==> src/rtl/regfile_wb_queue_if.sv <==
// rtl/regfile_wb_queue_if.sv - producer, register-file write and decode-lookup bundle for regfile_wb_queue
// fwd_data1/fwd_data2 exist only when WB_FORWARD_EN is defined.
`ifndef DATA_WIDTH
`define DATA_WIDTH 64
`endif

interface regfile_wb_queue_if #(
  parameter int DATA_WIDTH = `DATA_WIDTH,
  parameter int DEPTH      = 4
);
  logic                      alu_valid;
  logic                      alu_ready;
  logic [4:0]                alu_addr;
  logic [DATA_WIDTH-1:0]     alu_data;
  logic                      lsu_valid;
  logic                      lsu_ready;
  logic [4:0]                lsu_addr;
  logic [DATA_WIDTH-1:0]     lsu_data;
  logic                      wb_stall;
  logic [4:0]                w_addr;
  logic [DATA_WIDTH-1:0]     w_data;
  logic                      w_ena;
  logic [4:0]                r_addr1;
  logic [4:0]                r_addr2;
  logic                      r_pend1;
  logic                      r_pend2;
  logic [$clog2(DEPTH):0]    q_count;
`ifdef WB_FORWARD_EN
  logic [DATA_WIDTH-1:0]     fwd_data1;
  logic [DATA_WIDTH-1:0]     fwd_data2;
`endif

  modport master (
    output alu_valid, alu_addr, alu_data,
    output lsu_valid, lsu_addr, lsu_data,
    output wb_stall, r_addr1, r_addr2,
    input  alu_ready, lsu_ready,
    input  w_addr, w_data, w_ena,
    input  r_pend1, r_pend2, q_count
`ifdef WB_FORWARD_EN
    , input fwd_data1, fwd_data2
`endif
  );

  modport slave (
    input  alu_valid, alu_addr, alu_data,
    input  lsu_valid, lsu_addr, lsu_data,
    input  wb_stall, r_addr1, r_addr2,
    output alu_ready, lsu_ready,
    output w_addr, w_data, w_ena,
    output r_pend1, r_pend2, q_count
`ifdef WB_FORWARD_EN
    , output fwd_data1, fwd_data2
`endif
  );
endinterface

==> src/rtl/regfile_wb_queue.sv <==
// rtl/regfile_wb_queue.sv - in-order writeback queue (LSU over ALU) draining into the regfile write port
// Optional WB_FORWARD_EN adds youngest-match forwarding data for the two decode read ports.
`ifndef DATA_WIDTH
`define DATA_WIDTH 64
`endif

module regfile_wb_queue #(
  parameter int DATA_WIDTH = `DATA_WIDTH,
  parameter int DEPTH      = 4
) (
  input logic              clk,
  input logic              rst,
  regfile_wb_queue_if.slave bus
);
  localparam int PW = $clog2(DEPTH);
  localparam int CW = PW + 1;

  logic [PW-1:0]         head_q, head_d;
  logic [PW-1:0]         tail_q, tail_d;
  logic [CW-1:0]         count_q, count_d;
  logic [4:0]            addr_q [DEPTH];
  logic [4:0]            addr_d [DEPTH];
  logic [DATA_WIDTH-1:0] data_q [DEPTH];
  logic [DATA_WIDTH-1:0] data_d [DEPTH];

  logic                  not_full;
  logic                  empty;
  logic                  push_lsu;
  logic                  push_alu;
  logic                  push;
  logic                  pop;
  logic [4:0]            push_addr;
  logic [DATA_WIDTH-1:0] push_data;
  logic [DEPTH-1:0]      live;
  logic                  pend1;
  logic                  pend2;

  // A slot is live when its distance from head is below the occupancy.
  for (genvar i = 0; i < DEPTH; i++) begin : g_live
    logic [PW-1:0] off;
    assign off     = PW'(i) - head_q;
    assign live[i] = {1'b0, off} < count_q;
  end

  assign not_full  = count_q < CW'(DEPTH);
  assign empty     = count_q == '0;

  assign bus.lsu_ready = !rst && not_full;
  assign bus.alu_ready = !rst && not_full && !bus.lsu_valid;

  assign push_lsu  = bus.lsu_valid && bus.lsu_ready;
  assign push_alu  = bus.alu_valid && bus.alu_ready;
  assign push_addr = push_lsu ? bus.lsu_addr : bus.alu_addr;
  assign push_data = push_lsu ? bus.lsu_data : bus.alu_data;
  // Writes to x0 finish the handshake but never occupy a slot.
  assign push      = (push_lsu || push_alu) && (push_addr != 5'd0);

  // Reset also masks the write so a flush never leaks a stale entry into the regfile.
  assign pop       = !rst && !empty && !bus.wb_stall;
  assign bus.w_ena  = pop;
  assign bus.w_addr = empty ? 5'd0 : addr_q[head_q];
  assign bus.w_data = empty ? '0 : data_q[head_q];
  assign bus.q_count = count_q;

  always_comb begin
    head_d  = head_q;
    tail_d  = tail_q;
    count_d = count_q;
    addr_d  = addr_q;
    data_d  = data_q;
    if (push) begin
      addr_d[tail_q] = push_addr;
      data_d[tail_q] = push_data;
      tail_d         = tail_q + PW'(1);
    end
    if (pop) begin
      head_d = head_q + PW'(1);
    end
    case ({push, pop})
      2'b10:   count_d = count_q + CW'(1);
      2'b01:   count_d = count_q - CW'(1);
      default: count_d = count_q;
    endcase
  end

  always_ff @(posedge clk) begin
    if (rst) begin
      head_q  <= '0;
      tail_q  <= '0;
      count_q <= '0;
      for (int i = 0; i < DEPTH; i++) begin
        addr_q[i] <= '0;
        data_q[i] <= '0;
      end
    end else begin
      head_q  <= head_d;
      tail_q  <= tail_d;
      count_q <= count_d;
      addr_q  <= addr_d;
      data_q  <= data_d;
    end
  end

  always_comb begin
    pend1 = 1'b0;
    pend2 = 1'b0;
    for (int i = 0; i < DEPTH; i++) begin
      if (live[i] && addr_q[i] == bus.r_addr1) pend1 = 1'b1;
      if (live[i] && addr_q[i] == bus.r_addr2) pend2 = 1'b1;
    end
  end

  assign bus.r_pend1 = pend1 && (bus.r_addr1 != 5'd0);
  assign bus.r_pend2 = pend2 && (bus.r_addr2 != 5'd0);

`ifdef WB_FORWARD_EN
  logic [PW-1:0]         ord_idx [DEPTH];
  logic [DATA_WIDTH-1:0] fwd1;
  logic [DATA_WIDTH-1:0] fwd2;

  for (genvar k = 0; k < DEPTH; k++) begin : g_ord
    assign ord_idx[k] = head_q + PW'(k);
  end

  // Walk oldest to youngest so the last match (youngest) wins.
  always_comb begin
    fwd1 = '0;
    fwd2 = '0;
    for (int k = 0; k < DEPTH; k++) begin
      if (CW'(k) < count_q && addr_q[ord_idx[k]] == bus.r_addr1) fwd1 = data_q[ord_idx[k]];
      if (CW'(k) < count_q && addr_q[ord_idx[k]] == bus.r_addr2) fwd2 = data_q[ord_idx[k]];
    end
  end

  assign bus.fwd_data1 = fwd1;
  assign bus.fwd_data2 = fwd2;
`endif
endmodule
==> src/flat_wrapper.sv <==
// flat-port wrapper written by rule: the top's interface ports become plain ports
module regfile_wb_queue_flat 
#(
  parameter int DATA_WIDTH = `DATA_WIDTH,
  parameter int DEPTH      = 4
)
  (clk, rst, bus_alu_valid, bus_alu_addr, bus_alu_data, bus_lsu_valid, bus_lsu_addr, bus_lsu_data, bus_wb_stall, bus_r_addr1, bus_r_addr2, bus_alu_ready, bus_lsu_ready, bus_w_addr, bus_w_data, bus_w_ena, bus_r_pend1, bus_r_pend2, bus_q_count);
  regfile_wb_queue_if #(.DATA_WIDTH(DATA_WIDTH), .DEPTH(DEPTH)) bus_i ();
  input logic clk;
  input logic rst;
  input wire logic [$bits(bus_i.alu_valid)-1:0] bus_alu_valid;
  input wire logic [$bits(bus_i.alu_addr)-1:0] bus_alu_addr;
  input wire logic [$bits(bus_i.alu_data)-1:0] bus_alu_data;
  input wire logic [$bits(bus_i.lsu_valid)-1:0] bus_lsu_valid;
  input wire logic [$bits(bus_i.lsu_addr)-1:0] bus_lsu_addr;
  input wire logic [$bits(bus_i.lsu_data)-1:0] bus_lsu_data;
  input wire logic [$bits(bus_i.wb_stall)-1:0] bus_wb_stall;
  input wire logic [$bits(bus_i.r_addr1)-1:0] bus_r_addr1;
  input wire logic [$bits(bus_i.r_addr2)-1:0] bus_r_addr2;
  output wire logic [$bits(bus_i.alu_ready)-1:0] bus_alu_ready;
  output wire logic [$bits(bus_i.lsu_ready)-1:0] bus_lsu_ready;
  output wire logic [$bits(bus_i.w_addr)-1:0] bus_w_addr;
  output wire logic [$bits(bus_i.w_data)-1:0] bus_w_data;
  output wire logic [$bits(bus_i.w_ena)-1:0] bus_w_ena;
  output wire logic [$bits(bus_i.r_pend1)-1:0] bus_r_pend1;
  output wire logic [$bits(bus_i.r_pend2)-1:0] bus_r_pend2;
  output wire logic [$bits(bus_i.q_count)-1:0] bus_q_count;
  assign bus_i.alu_valid = bus_alu_valid;
  assign bus_i.alu_addr = bus_alu_addr;
  assign bus_i.alu_data = bus_alu_data;
  assign bus_i.lsu_valid = bus_lsu_valid;
  assign bus_i.lsu_addr = bus_lsu_addr;
  assign bus_i.lsu_data = bus_lsu_data;
  assign bus_i.wb_stall = bus_wb_stall;
  assign bus_i.r_addr1 = bus_r_addr1;
  assign bus_i.r_addr2 = bus_r_addr2;
  assign bus_alu_ready = bus_i.alu_ready;
  assign bus_lsu_ready = bus_i.lsu_ready;
  assign bus_w_addr = bus_i.w_addr;
  assign bus_w_data = bus_i.w_data;
  assign bus_w_ena = bus_i.w_ena;
  assign bus_r_pend1 = bus_i.r_pend1;
  assign bus_r_pend2 = bus_i.r_pend2;
  assign bus_q_count = bus_i.q_count;
  regfile_wb_queue #(.DATA_WIDTH(DATA_WIDTH), .DEPTH(DEPTH)) u_core (.clk(clk), .rst(rst), .bus(bus_i));
endmodule
==> config.mk <==
export PLATFORM = sky130hd
export DESIGN_NAME = regfile_wb_queue_flat
export DESIGN_NICKNAME = d
export VERILOG_FILES = /design/src/rtl/regfile_wb_queue_if.sv /design/src/rtl/regfile_wb_queue.sv /design/src/flat_wrapper.sv
export SDC_FILE = /design/constraint.sdc
export NUM_CORES = 1
export LEC_CHECK = 0
export ABC_CLOCK_PERIOD_IN_PS = 6550
export BUFFER_PORTS_ARGS = -buffer_cell sky130_fd_sc_hd__buf_4
export CAP_MARGIN = 20
export CORE_MARGIN = 2
export CORE_UTILIZATION = 40
export CTS_CLUSTER_DIAMETER = 30
export DETAILED_ROUTE_END_ITERATION = 12
export GPL_TIMING_DRIVEN = 0
export HOLD_SLACK_MARGIN = 0.05
export PLACE_DENSITY = 0.59
export SETUP_SLACK_MARGIN = 0.1
export SYNTH_ARGS = -nofsm -noshare
export SYNTH_HDL_FRONTEND = slang
export SYNTH_SLANG_ARGS = --single-unit
==> constraint.sdc <==
create_clock -name clk -period 6.55 [get_ports clk]
set_clock_uncertainty 0.15 [all_clocks]
set_input_delay 0.655 -clock clk [delete_from_list [all_inputs] [get_ports clk]]
set_output_delay 0.655 -clock clk [all_outputs]
set_load 0.02 [all_outputs]
======== Yosys cells after proc, flatten, opt, wreduce, memory -nomap -nowiden ========
Index checks and enable logic that the tools add are counted.
word-level totals
  logic and storage cells ................. 92
  output and inout bits ................... 77
  register bits after elaboration ......... 283
operators by class
  reductions and logical operators ........ 28
  eq/ne operators ......................... 10
  magnitude comparators ................... 8
  bitwise operators ....................... 2
  add/subtract/negate cells ............... 8
  muxes and demuxes ....................... 25
operators by type and width
  cell                                                                   number
  64-bit 2-to-1 mux                                                      5
  256-bit bitwise mux                                                    1
  64-bit binary-select mux with 2-bit select                             1
  64-bit demux with 2-bit select                                         1
  5-bit equality test                                                    8
  5-bit 2-to-1 mux                                                       5
  20-bit bitwise mux                                                     1
  1-bit logical AND                                                      18
  5-bit nonzero test                                                     3
  2-bit by 3-bit < comparator with 1-bit output                          4
  5-bit binary-select mux with 2-bit select                              1
  5-bit demux with 2-bit select                                          1
  1-bit 2-to-1 mux                                                       8
  3-bit >= comparator (second input constant)                            2
  2-bit inverter with 3-bit output                                       2
  3-bit one-hot mux with 2 select lines                                  1
  2-bit by 1-bit adder with 2-bit output (second input constant)         2
  1-bit zero test                                                        4
  1-bit by 2-bit subtractor with 2-bit output (first input constant)     2
  2-bit subtractor (first input constant)                                2
  3-bit by 1-bit adder with 3-bit output (second input constant)         1
  3-bit zero test                                                        1
  3-bit by 1-bit < comparator with 1-bit output (second input constant)  1
  3-bit < comparator (second input constant)                             1
  other kinds (5)                                                        5

======== Logic depth before layout (Yosys ltp) ========
  word-level depth ........................ 8
  mapped depth ............................ 11
  depth with buffers taken out ............ 9

======== Least setup slack after synthesis ========
OpenSTA, ideal clock, no wires.
  path type ............................... input to register
  start ................................... in rst
  end ..................................... reg u_core.count_q[2] (netlist: u_core.bus.q_count[2])
  setup slack ............................. 3268 ps
  stages .................................. 10
  buffers on the path ..................... 1
  data required time ...................... 6330 ps
  arrival time ............................ 3062 ps
  path through ............................ buf_2 > nor2_1 > nand4b_4 > nand3_1 > ha_1 > inv_1 > fa_1 > xor2_1 > or3_1 > a21oi_1
on the way
  longest elaborated chain between the ends .. 8
  elaborated cells between the ends (all ways) .. 15
  those cells by class .................... eq/ne (2); mux (2); reduce/logical (11)
ends and longest elaborated chain
  what                                                                                   line                                            source
  start: declaration                                                                     flat_wrapper.sv:10                              input logic rst;
  1-bit zero test *                                                                      regfile_wb_queue.sv:48                          assign bus.lsu_ready = !rst && not_full;
  1-bit logical AND *                                                                    regfile_wb_queue.sv:48
  net bus_lsu_ready                                                                      flat_wrapper.sv:21                              output wire logic [$bits(bus_i.lsu_ready)-1:0] bus_lsu_ready;
  1-bit logical AND (on tied branches)                                                   regfile_wb_queue.sv:51, regfile_wb_queue.sv:49
  5-bit 2-to-1 mux or 1-bit logical AND (tied branches)                                  regfile_wb_queue.sv:53, regfile_wb_queue.sv:52
  5-bit nonzero test or 1-bit logical OR (tied branches)                                 regfile_wb_queue.sv:56                          assign push = (push_lsu || push_alu) && (push_addr != 5'd0);
  1-bit logical AND *                                                                    regfile_wb_queue.sv:56
  2-bit by 1-bit equality test with 1-bit output or 2-bit equality test (tied branches)  regfile_wb_queue.sv:79                          case ({push, pop})
  3-bit one-hot mux with 2 select lines or 2-bit nonzero test (tied branches)            --
  end signal: assignment                                                                 regfile_wb_queue.sv:98                          count_q <= count_d;
  end: declaration                                                                       regfile_wb_queue.sv:20                          logic [CW-1:0] count_q, count_d;
The timed path passes the listed nets; every way through them passes the cells marked *.
A chain may end at the register's enable or synchronous reset.

======== Worst setup path after layout ========
  start ................................... reg u_core.head_q[0]
  end ..................................... out bus_r_pend2
on the way
  longest elaborated chain between the ends .. 8
  elaborated cells between the ends (all ways) .. 17
  those cells by class .................... add/sub (4); order compare (4); mux (4); reduce/logical (5)
ends and longest elaborated chain
  what                                           line                     source
  start: declaration                             regfile_wb_queue.sv:18   logic [PW-1:0] head_q, head_d;
  start signal: assignment                       regfile_wb_queue.sv:88   head_q <= '0;
  start signal: assignment                       regfile_wb_queue.sv:96   head_q <= head_d;
  1-bit by 2-bit subtractor with 2-bit output    regfile_wb_queue.sv:41   assign off = PW'(i) - head_q;
  2-bit by 3-bit < comparator with 1-bit output  regfile_wb_queue.sv:42   assign live[i] = {1'b0, off} < count_q;
  1-bit logical AND                              regfile_wb_queue.sv:109  if (live[i] && addr_q[i] == bus.r_addr2) pend2 = 1'b1;
  1-bit 2-to-1 mux (3 in a row)                  regfile_wb_queue.sv:109
  1-bit 2-to-1 mux *                             regfile_wb_queue.sv:109
  1-bit logical AND *                            regfile_wb_queue.sv:114  assign bus.r_pend2 = pend2 && (bus.r_addr2 != 5'd0);
  end: declaration                               flat_wrapper.sv:26       output wire logic [$bits(bus_i.r_pend2)-1:0] bus_r_pend2;
Every way passes the cells marked *; elsewhere a longest branch is shown, timed or not.

==> impl_metrics.tcl <==
set metrics [dict create \
    synth_seq_cells 283 \
    avgSynthCellArea_um2 9.00 \
    crit_path_max_fanout 10 \
    drc 0 \
    core_area_um2 35400 \
    r2r-end "u_core.bus.q_count[2]" \
    worst_pin_slew_ps 989 \
    leakage_nw 6.87 \
    timing.slew.headroom_pct 34.1 \
    start_kind "flip-flop" \
    finalSetupViolCount 0 \
    tns_ps 0 \
    fin_ws_ps 1920 \
    drt_iter0_markers 806 \
    peakVddDrop_v 0.000183 \
    rsz0062_at_grt "false" \
    synth_cell_types 39 \
    endpoint_kind "output pin" \
    cts.path.max_buffers 3 \
    numCtsBuffers 67 \
    die_w_um 193 \
    layout_common_cells "nand2_1 (474), dfxtp_1 (283), buf_4 (218)" \
    p_per_area_nw_per_um2 322 \
    cts-root-buf "clkbuf_16" \
    drive_above_1_share_pct 35.4 \
    synthCells 1591 \
    yosysWarningCount 0 \
    status "finished clean" \
    dpl_worst_slack_ps 2470 \
    synth_seq_area_share_pct 39.6 \
    rr_worst_depth 9 \
    max_freq_ghz 0.216 \
    die_y_um 193 \
    reg2reg_from "u_core.bus.q_count[2]" \
    via_count 12474 \
    cts_tree "yes" \
    worst-endpoint-arrival_ps 3830 \
    min_to "u_core.head_q[0]" \
    mappedNetlistArea_um2 14300 \
    critical-path-top-delay-family "buffers and inverters" \
    worst-path-buf-inv 5 \
    wl_per_cell_um 19.2 \
    htreeDepth 3 \
    hold_start "bus_wb_stall" \
    max-cap-violations 0 \
    dieArea_um2 37300 \
    io_pins 230 \
    grt_use_total_pct 24.1 \
    nets 2042 \
    syn-num-nets 1754 \
    cts_num_sinks 283 \
    worstSetupPathType "flip-flop to output pin" \
    clk_pin_slew_ps 40 \
    grt-ovfl-total 0 \
    finalWeightedCongestion 0.869 \
    cts_resized 0 \
    ctsHoldBuffers 0 \
    cts_setup_buffers 0 \
    power_w 0.00606 \
    placementRows 69 \
    final_area_um2 18800 \
    period_share_pct 70.8 \
    cp_slowest_cell "buf_1" \
    vias_per_cell 5.21 \
    maxSlewViolCount 0 \
    antenna_found_initial 3 \
    hold_depth 3 \
    hold_violations 0 \
    port_buffers 218 \
    drt_wl_total_um 45900 \
    place_area_um2 16600 \
    grt_pass1_vias 12742 \
    firstDrtPassIters 5 \
    post-dp-hpwl_um 32000 \
    start_util_pct 40.5 \
    final_common_cell "nand2_1" \
    area_growth_pct 31.2 \
    crit_required_ps 5740 \
    post-route-min-period_ps 4630 \
    hold_ws_ps 280 \
    crit_chain "buf_2 -> buf_1 -> buf_2 -> xnor2_1 -> inv_1 -> ha_1 -> nand2b_1 -> o22ai_1 -> nor4_1 -> nor4_1 -> a21oi_1 -> buf_4" \
    slowest_delay_ps 550 \
    reg2reg_slack_ps 3560 \
    grt_max_degree 11 \
    ant_nets 0 \
    grt_first_pass_wirelength_um 71300 \
    worstHoldPathType "primary input to flip-flop" \
    clk_latency_ps 540 \
]
-- area by class of cell --
class                           instances  area, µm²
Sequential cell                       283       5670
Antenna cell                            2       5.00
Tap cell                              461        577
Clock inverter                         28        305
Timing Repair Buffer                  219       1650
Clock buffer                           93       1930
Multi-Input combinational cell       1167       7720
Buffer                                131        902
Inverter                               10       37.5
Fill cell                            3281      16600
-- worst max path at each step --
stage	slack, ps	from	cells after the start	to
2_1_floorplan	3270	rst	10	u_core.bus.q_count[2]
3_3_place_gp	2280	u_core.bus.q_count[0]	8	u_core.bus.q_count[2]
3_5_place_dp	2470	u_core.head_q[0]	12	bus_r_pend2
4_1_cts	1890	u_core.head_q[0]	12	bus_r_pend2
5_1_grt	1690	u_core.head_q[0]	12	bus_r_pend2
6_report	1920	u_core.head_q[0]	12	bus_r_pend2
-- cell families (layout without fill, tap and decap cells) --
logic type | count (synthesis) | in the layout | share of synthesized area (%)
and+or+nand+nor | 673 | 673 | 21.5
AOI/OAI and AO/OA | 301 | 301 | 12.5
DFF | 283 | 283 | 39.6
buffers and inverters | 141 | 481 | 6.56
muxes | 138 | 138 | 16.3
xor gates and xnor gates | 45 | 45 | 2.75
adders and majority gates | 10 | 10 | 0.926
other | 0 | 2 | 0
-- synthesized netlist by cell type (all sizes together) --
library cell | n | share of area [%]
o211ai | 8 | 0.42
inv | 10 | 0.26
or4 | 2 | 0.10
o21ai | 10 | 0.35
nor2 | 11 | 0.29
xor2 | 18 | 1.1
a21boi | 1 | 0.052
o21ba | 2 | 0.14
ha | 9 | 0.79
mux2 | 68 | 5.3
dfxtp | 283 | 40
mux4 | 69 | 11
nor3 | 7 | 0.24
or3 | 3 | 0.13
nor3b | 1 | 0.052
nand2 | 543 | 15
nor4 | 11 | 0.48
and3 | 4 | 0.31
clkbuf | 49 | 1.3
mux2i | 1 | 0.070
fa | 1 | 0.14
nor2b | 70 | 3.1
a21oi | 272 | 11
nand4b | 1 | 0.17
nand3 | 13 | 0.80
buf | 82 | 5.0
xnor2 | 27 | 1.7
and3b | 4 | 0.24
or2 | 1 | 0.044
o22ai | 4 | 0.17
a32o | 4 | 0.28
nand2b | 2 | 0.087
-- stage by stage --
| stage | cells | util [%] |
|---|---|---|
| after global routing | 2393 | 53.1 |
| after CTS | 2392 | 53.1 |
| after floorplan | 1591 | - |
| after global placement | 2270 | 46.7 |
| final | 2394 | 53.1 |
| after detailed placement | 2271 | 46.8 |
-- registers in the layout, indices dropped and copies added (netlist names) --
signal,cells
u_core.addr_q,20
u_core.bus.q_count,3
u_core.data_q,256
u_core.head_q,2
u_core.tail_q,2
-- worst min-delay path: stages --
cell,delay (ps)
buf_4,110
or3_1,100
a21oi_1,50
-- routing by layer --
| layer | vias to the layer above | wire length (µm) | track usage [%] |
|---|---|---|---|
| met5 | - | 12 | 0 |
| met4 | 2 | 1220 | 8.34 |
| met3 | 79 | 2790 | 4.62 |
| met2 | 409 | 21900 | 40.1 |
| met1 | 6021 | 20000 | 31.3 |
| li1 | 5963 | - | - |
-- where the power goes --
group | internal [W] | switching, W
clock | 0.00215 | 0.00106
combinational | 0.000410 | 0.000580
sequential | 0.00180 | 0.0000525
total | 0.00436 | 0.00169
(Power assumes the default switching activity.)
